`src/rtl/alu_op_sequencer_if.sv`:
```
// Bundle between the ALU op sequencer and its command source, register file, ALU and TX FIFO.
// master is the sequencer's view; slave is the surrounding environment's view.
interface alu_op_sequencer_if #(
  parameter int unsigned D_WIDTH   = 8,
  parameter int unsigned ADDR_SIZE = 4
);
  logic                   cmd_valid;
  logic                   cmd_ready;
  logic [3:0]             cmd_fun;
  logic                   cmd_use_ops;
  logic [D_WIDTH-1:0]     cmd_op_a;
  logic [D_WIDTH-1:0]     cmd_op_b;

  logic                   Wr_En;
  logic [ADDR_SIZE-1:0]   Addr;
  logic [D_WIDTH-1:0]     Wr_D;

  logic                   Gate_En;
  logic                   ALU_En;
  logic [3:0]             ALU_FUN;
  logic [2*D_WIDTH-1:0]   ALU_OUT;
  logic                   OUT_Valid;

  logic                   FIFO_FULL;
  logic                   WR_INC;
  logic [D_WIDTH-1:0]     WR_DATA;

  logic                   busy;
  logic                   timeout_err;

  modport master (
    input  cmd_valid, cmd_fun, cmd_use_ops, cmd_op_a, cmd_op_b, ALU_OUT, OUT_Valid, FIFO_FULL,
    output cmd_ready, Wr_En, Addr, Wr_D, Gate_En, ALU_En, ALU_FUN, WR_INC, WR_DATA, busy,
           timeout_err
  );

  modport slave (
    output cmd_valid, cmd_fun, cmd_use_ops, cmd_op_a, cmd_op_b, ALU_OUT, OUT_Valid, FIFO_FULL,
    input  cmd_ready, Wr_En, Addr, Wr_D, Gate_En, ALU_En, ALU_FUN, WR_INC, WR_DATA, busy,
           timeout_err
  );
endinterface

```
`src/rtl/alu_op_sequencer.sv`:
```
// Runs one ALU command: optional operand writes, gated-clock fire, result capture with timeout,
// then drains the 16-bit result to the TX FIFO as two bytes, LSB first.
module alu_op_sequencer #(
  parameter int unsigned D_WIDTH   = 8,
  parameter int unsigned ADDR_SIZE = 4,
  parameter int unsigned OPA_ADDR  = 0,
  parameter int unsigned OPB_ADDR  = 1,
  parameter int unsigned TIMEOUT   = 15
) (
  input logic                CLK,
  input logic                RST,
  alu_op_sequencer_if.master bus
);

  localparam logic [7:0] TimeoutVal = 8'(TIMEOUT);

  typedef enum logic [2:0] {
    StIdle, StWrA, StWrB, StArm, StExec, StWaitRes, StPushLo, StPushHi
  } state_e;

  state_e                 state_q, state_d;
  logic [3:0]             fun_q, fun_d;
  logic                   use_ops_q, use_ops_d;
  logic [D_WIDTH-1:0]     op_a_q, op_a_d;
  logic [D_WIDTH-1:0]     op_b_q, op_b_d;
  logic [2*D_WIDTH-1:0]   result_q, result_d;
  logic [7:0]             cnt_q, cnt_d;

  logic                   cmd_ready;
  logic                   wr_en;
  logic [ADDR_SIZE-1:0]   addr;
  logic [D_WIDTH-1:0]     wr_d;
  logic                   gate_en;
  logic                   alu_en;
  logic [3:0]             alu_fun;
  logic                   wr_inc;
  logic [D_WIDTH-1:0]     wr_data;
  logic                   timeout_err;

  always_comb begin
    state_d     = state_q;
    fun_d       = fun_q;
    use_ops_d   = use_ops_q;
    op_a_d      = op_a_q;
    op_b_d      = op_b_q;
    result_d    = result_q;
    cnt_d       = cnt_q;
    cmd_ready   = 1'b0;
    wr_en       = 1'b0;
    addr        = '0;
    wr_d        = '0;
    gate_en     = 1'b0;
    alu_en      = 1'b0;
    alu_fun     = '0;
    wr_inc      = 1'b0;
    wr_data     = '0;
    timeout_err = 1'b0;

    unique case (state_q)
      StIdle: begin
        cmd_ready = 1'b1;
        if (bus.cmd_valid) begin
          fun_d     = bus.cmd_fun;
          use_ops_d = bus.cmd_use_ops;
          op_a_d    = bus.cmd_op_a;
          op_b_d    = bus.cmd_op_b;
          state_d   = bus.cmd_use_ops ? StWrA : StArm;
        end
      end
      StWrA: begin
        wr_en   = 1'b1;
        addr    = ADDR_SIZE'(OPA_ADDR);
        wr_d    = op_a_q;
        state_d = StWrB;
      end
      StWrB: begin
        wr_en   = 1'b1;
        addr    = ADDR_SIZE'(OPB_ADDR);
        wr_d    = op_b_q;
        state_d = StArm;
      end
      StArm: begin
        // Gate opens a cycle early so the ALU clock is running when the fire pulse lands.
        gate_en = 1'b1;
        alu_fun = fun_q;
        state_d = StExec;
      end
      StExec: begin
        gate_en = 1'b1;
        alu_en  = 1'b1;
        alu_fun = fun_q;
        cnt_d   = '0;
        state_d = StWaitRes;
      end
      StWaitRes: begin
        gate_en = 1'b1;
        alu_fun = fun_q;
        cnt_d   = cnt_q + 8'd1;
        if (bus.OUT_Valid) begin
          result_d = bus.ALU_OUT;
          state_d  = StPushLo;
        end else if (cnt_d == TimeoutVal) begin
          timeout_err = 1'b1;
          state_d     = StIdle;
        end
      end
      StPushLo: begin
        wr_data = result_q[D_WIDTH-1:0];
        wr_inc  = !bus.FIFO_FULL;
        if (wr_inc) state_d = StPushHi;
      end
      StPushHi: begin
        wr_data = result_q[2*D_WIDTH-1:D_WIDTH];
        wr_inc  = !bus.FIFO_FULL;
        if (wr_inc) state_d = StIdle;
      end
      default: state_d = StIdle;
    endcase
  end

  always_ff @(posedge CLK) begin
    if (!RST) begin
      state_q   <= StIdle;
      fun_q     <= '0;
      use_ops_q <= 1'b0;
      op_a_q    <= '0;
      op_b_q    <= '0;
      result_q  <= '0;
      cnt_q     <= '0;
    end else begin
      state_q   <= state_d;
      fun_q     <= fun_d;
      use_ops_q <= use_ops_d;
      op_a_q    <= op_a_d;
      op_b_q    <= op_b_d;
      result_q  <= result_d;
      cnt_q     <= cnt_d;
    end
  end

  // While reset is held, present the idle face so no strobe escapes before the abort edge.
  assign bus.cmd_ready   = !RST || cmd_ready;
  assign bus.busy        = RST && (state_q != StIdle);
  assign bus.Wr_En       = RST && wr_en;
  assign bus.Addr        = RST ? addr : '0;
  assign bus.Wr_D        = RST ? wr_d : '0;
  assign bus.Gate_En     = RST && gate_en;
  assign bus.ALU_En      = RST && alu_en;
  assign bus.ALU_FUN     = RST ? alu_fun : '0;
  assign bus.WR_INC      = RST && wr_inc;
  assign bus.WR_DATA     = RST ? wr_data : '0;
  assign bus.timeout_err = RST && timeout_err;

endmodule

```
`src/flat_wrapper.sv`:
```
// flat-port wrapper written by rule: the top's interface ports become plain ports
module alu_op_sequencer_flat 
#(
  parameter int unsigned D_WIDTH   = 8,
  parameter int unsigned ADDR_SIZE = 4,
  parameter int unsigned OPA_ADDR  = 0,
  parameter int unsigned OPB_ADDR  = 1,
  parameter int unsigned TIMEOUT   = 15
)
  (CLK, RST, bus_cmd_valid, bus_cmd_fun, bus_cmd_use_ops, bus_cmd_op_a, bus_cmd_op_b, bus_ALU_OUT, bus_OUT_Valid, bus_FIFO_FULL, bus_cmd_ready, bus_Wr_En, bus_Addr, bus_Wr_D, bus_Gate_En, bus_ALU_En, bus_ALU_FUN, bus_WR_INC, bus_WR_DATA, bus_busy, bus_timeout_err);
  alu_op_sequencer_if #(.D_WIDTH(D_WIDTH), .ADDR_SIZE(ADDR_SIZE)) bus_i ();
  input logic CLK;
  input logic RST;
  input wire logic [$bits(bus_i.cmd_valid)-1:0] bus_cmd_valid;
  input wire logic [$bits(bus_i.cmd_fun)-1:0] bus_cmd_fun;
  input wire logic [$bits(bus_i.cmd_use_ops)-1:0] bus_cmd_use_ops;
  input wire logic [$bits(bus_i.cmd_op_a)-1:0] bus_cmd_op_a;
  input wire logic [$bits(bus_i.cmd_op_b)-1:0] bus_cmd_op_b;
  input wire logic [$bits(bus_i.ALU_OUT)-1:0] bus_ALU_OUT;
  input wire logic [$bits(bus_i.OUT_Valid)-1:0] bus_OUT_Valid;
  input wire logic [$bits(bus_i.FIFO_FULL)-1:0] bus_FIFO_FULL;
  output wire logic [$bits(bus_i.cmd_ready)-1:0] bus_cmd_ready;
  output wire logic [$bits(bus_i.Wr_En)-1:0] bus_Wr_En;
  output wire logic [$bits(bus_i.Addr)-1:0] bus_Addr;
  output wire logic [$bits(bus_i.Wr_D)-1:0] bus_Wr_D;
  output wire logic [$bits(bus_i.Gate_En)-1:0] bus_Gate_En;
  output wire logic [$bits(bus_i.ALU_En)-1:0] bus_ALU_En;
  output wire logic [$bits(bus_i.ALU_FUN)-1:0] bus_ALU_FUN;
  output wire logic [$bits(bus_i.WR_INC)-1:0] bus_WR_INC;
  output wire logic [$bits(bus_i.WR_DATA)-1:0] bus_WR_DATA;
  output wire logic [$bits(bus_i.busy)-1:0] bus_busy;
  output wire logic [$bits(bus_i.timeout_err)-1:0] bus_timeout_err;
  assign bus_i.cmd_valid = bus_cmd_valid;
  assign bus_i.cmd_fun = bus_cmd_fun;
  assign bus_i.cmd_use_ops = bus_cmd_use_ops;
  assign bus_i.cmd_op_a = bus_cmd_op_a;
  assign bus_i.cmd_op_b = bus_cmd_op_b;
  assign bus_i.ALU_OUT = bus_ALU_OUT;
  assign bus_i.OUT_Valid = bus_OUT_Valid;
  assign bus_i.FIFO_FULL = bus_FIFO_FULL;
  assign bus_cmd_ready = bus_i.cmd_ready;
  assign bus_Wr_En = bus_i.Wr_En;
  assign bus_Addr = bus_i.Addr;
  assign bus_Wr_D = bus_i.Wr_D;
  assign bus_Gate_En = bus_i.Gate_En;
  assign bus_ALU_En = bus_i.ALU_En;
  assign bus_ALU_FUN = bus_i.ALU_FUN;
  assign bus_WR_INC = bus_i.WR_INC;
  assign bus_WR_DATA = bus_i.WR_DATA;
  assign bus_busy = bus_i.busy;
  assign bus_timeout_err = bus_i.timeout_err;
  alu_op_sequencer #(.D_WIDTH(D_WIDTH), .ADDR_SIZE(ADDR_SIZE), .OPA_ADDR(OPA_ADDR), .OPB_ADDR(OPB_ADDR), .TIMEOUT(TIMEOUT)) u_core (.CLK(CLK), .RST(RST), .bus(bus_i));
endmodule
```
`config.mk`:
```
export PLATFORM = sky130hd
export DESIGN_NAME = alu_op_sequencer_flat
export DESIGN_NICKNAME = d
export VERILOG_FILES = /design/src/rtl/alu_op_sequencer_if.sv /design/src/rtl/alu_op_sequencer.sv /design/src/flat_wrapper.sv
export SDC_FILE = /design/constraint.sdc
export NUM_CORES = 1
export LEC_CHECK = 0
export ABC_CLOCK_PERIOD_IN_PS = 2600
export BUFFER_PORTS_ARGS = -buffer_cell sky130_fd_sc_hd__buf_4
export CAP_MARGIN = 0
export CORE_MARGIN = 4
export CORE_UTILIZATION = 41
export CTS_CLUSTER_SIZE = 30
export DETAILED_ROUTE_END_ITERATION = 8
export PLACE_DENSITY = 0.66
export SETUP_SLACK_MARGIN = 0.5
export SLEW_MARGIN = 20
export SYNTH_ARGS = -nofsm -noshare
export SYNTH_HDL_FRONTEND = slang
export SYNTH_SLANG_ARGS = --single-unit
```
`constraint.sdc`:
```
create_clock -name CLK -period 2.6 [get_ports CLK]
set_input_delay 0.52 -clock CLK [delete_from_list [all_inputs] [get_ports CLK]]
set_output_delay 0.52 -clock CLK [all_outputs]
set_load 0.02 [all_outputs]
```
==> out/results.ini <==
[clock_network]
clock-sinks = 47
cts_buffer_depth = 2
h-tree-depth = 2
cts_buffers = 5
clk_pin_slew_worst_paths_ns = 0.08
root_buffer = clkbuf_8
insertion_delay_ns = 0.30
holdBufCountCts = 0
cts_tree = yes

[drt]
vias = 2353
drtIter0Drc = 103
ant_nets = 0
via_per_inst = 5.14
firstDrtPassIters = 4
wl_um = 6290
wl_per_cell_um = 13.7
drc = 0

[synthesis]
yosysWarningCount = 0
synthTopCellsByArea = dfxtp_1 40%, nand2_1 12%, a21boi_1 12%
synth_compound_area_share_pct = 22.8
synth_edf_count = 0
ys_seq_area_share_pct = 39.5
synth_fa_ha_area_share_pct = 1.05
synth-simple-area-share_pct = 28.0
yosys-top-cells-count = 79 x nand2_1, 47 x dfxtp_1, 37 x a21boi_1, 23 x nor2_1, 15 x clkbuf_1
synth_xor_area_share_pct = 0.368
synthMuxAreaShare_pct = 3.36
netlist_instances = 305
synth_top_area_share_pct = 39.5
synth.avg_cell_area_sq_um = 7.81
synth_area_leader_cell = dfxtp_1
ys_ff_latch = 47
synth_top_family_by_area = simple AND/OR/NAND/NOR gates
syn_area_sq_um = 2380
synth_ff_type = dfxtp_1
yosysMostFrequentCell = nand2_1
synth_cell_types = 40
postSynth.asyncResetShare_pct = 0

[global_routing]
grt_overflow = 0
grt_max_degree = 30
grt_pass1_vias = 2176
use_met2_pct = 28.6
grt_util_met1_pct = 22.2
grt_pass1_wl_um = 10200
grt_busiest_layer = met2
grt_antenna_before_repair = 0
grt_use_total_pct = 17.4
grtUsageMet3_pct = 4.02

[setup_path]
startpoint_type = flop
crit_path_start = u_core.cnt_q[0]
worstPathArrival_ns = 2.07
cp.required_ns = 2.08
worstSetupEndpointType = output pin
reg2reg_depth = 17
cp_max_fo = 2
r2r-start = u_core.cnt_q[0]
worstSetupPathType = reg2out

[power_and_ir_drop]
switching_share_pct = 28.5
ir_worst_vdd_mv = 0.215
p_comb_share_pct = 19.4
p_per_area_nw_per_um2 = 460
p_switching_w = 0.000428
p_total_w = 0.00150
p_seq_share_pct = 52.2
p_int_w = 0.00107
p_leak_nw = 1.32
pwr-share-clk_pct = 28.4

[timing]
final.min_clock_period_ns = 2.59
worst_pin_slew_ns = 0.741
maxSlewHeadroom_pct = 50.6
layout_worst_path_cycle_share_pct = 99.6
hold_viol = 0
max_freq_ghz = 0.386
fin_skew_ns = 0.00265
grt_setup_unrepaired = yes
drv_slew = 0
fin_hold_ws_ns = 0.453
setup_viol = 0

[floorplanning]
die_area_sq_um = 7090
die_w_um = 84.2
rows = 27
die_h_um = 84.2
start_util_pct = 42.7
fp.coreArea_sq_um = 5570
io_pins = 73

[finish]
final_core_util_pct = 58.6
nNetsFinal = 429
final_cell_count_no_fill = 458
drive_gt1_share_pct = 30.8
antennaDiodeCount = 0
area_delta_synth_final_pct = 37.3
register_area_sq_um = 957
fillers = 538
multi_input_area_sq_um = 1380

[placement]
dp_hpwl_um = 4040
portBuffers = 69
dp.cells = 434
gp_congestion = 0.750

[min_path]
hold_class = reg2reg
whs_path_depth = 2
worstHoldStart = u_core.fun_q[3]

[run_status]
run_status = finished clean

[job]
max-cap-violations = 0

worst max-delay path, cell delays in order (launching register included):
cell     delay [ns]
dfxtp_4        0.36
inv_4          0.05
ha_4           0.11
or3b_4         0.37
or3b_4         0.40
o22ai_4        0.13
and4_4         0.25
buf_6          0.11
layout make-up:
| cell class | count | share of cell area [%] |
|---|---|---|
| Inverter | 4 | 0.613 |
| Timing Repair Buffer | 93 | 22.6 |
| Clock buffer | 7 | 2.34 |
| Clock inverter | 1 | 0.153 |
| Tap cell | 72 | 2.76 |
| Sequential cell | 47 | 29.3 |
| Multi-Input combinational cell | 234 | 42.2 |
cells in the final DEF (no fill, tap or decap), types with 2 or more instances in the layout:
cell type,count
nand3_1,6
nand2_1,79
a31oi_1,2
conb_1,3
a22oi_1,8
and3_1,2
clkbuf_1,2
mux2i_1,8
buf_4,82
nor2_1,23
nand3b_1,2
a21boi_1,37
nor2b_1,7
dfxtp_1,42
nor3b_1,4
nor3_1,4
or3b_4,2
clkbuf_8,5
nand2b_1,3
buf_6,11
and2_1,7
o21ai_0,5
inv_1,2
a21oi_1,6
dfxtp_4,4
inv_4,2
o21a_1,6
registers in the layout, summed over array words and instances, names as in the netlist:
register and cells:
u_core.cnt_q 8, u_core.fun_q 4, u_core.op_a_q 8, u_core.op_b_q 8, u_core.result_q 16, u_core.state_q 3
power by group through the flow:
| stage | Sequential [W] | Clock (W) | Combinational [W] |
|---|---|---|---|
| detailed placement | 0.000800 | 0 | 0.000289 |
| floorplan | 0.000783 | 0 | 0.000192 |
| global route | 0.000790 | 0.000471 | 0.000320 |
| CTS | 0.000782 | 0.000437 | 0.000290 |
| global placement | 0.000799 | 0 | 0.000287 |
| finish | 0.000784 | 0.000427 | 0.000291 |
path summary, 6_finish.rpt:
kind / to / slack, ns
max: bus_timeout_err / 0.01
max reg2reg: u_core.state_q[2] / 0.03
min: u_core.fun_q[3] / 0.45
min reg2reg: u_core.fun_q[3] / 0.45
per-stage QoR:
step                setup TNS, ns  area (sq um)  worst slack (ns)
finish                          0          3270            0.0100
global route               -0.127          3270           -0.0450
CTS                             0          3180           0.00521
detailed placement              0          2960             0.264
global placement                0          2960             0.300
floorplan                       0          2390             0.448
routing by layer:
metal | vias up | wire, um
li1 | 1188 | -
met1 | 1094 | 2780
met2 | 60 | 3080
met3 | 11 | 319
met4 | 0 | 116
met5 | - | 0
what timing repair did:
item / in CTS / in global routing
pin swaps: 4 / 3
resized for setup: 11 / 21
setup buffers: 14 / 2
endpoints found under the setup margin: 24 / 17
cell families after synthesis:
group / Yosys count
compound gates: 74
other cells: 1
buf+inv: 26
mux: 8
flops: 47
xor+xnor: 1
simple gates: 146
fa+ha+maj: 2
(Power assumes the default switching activity.)
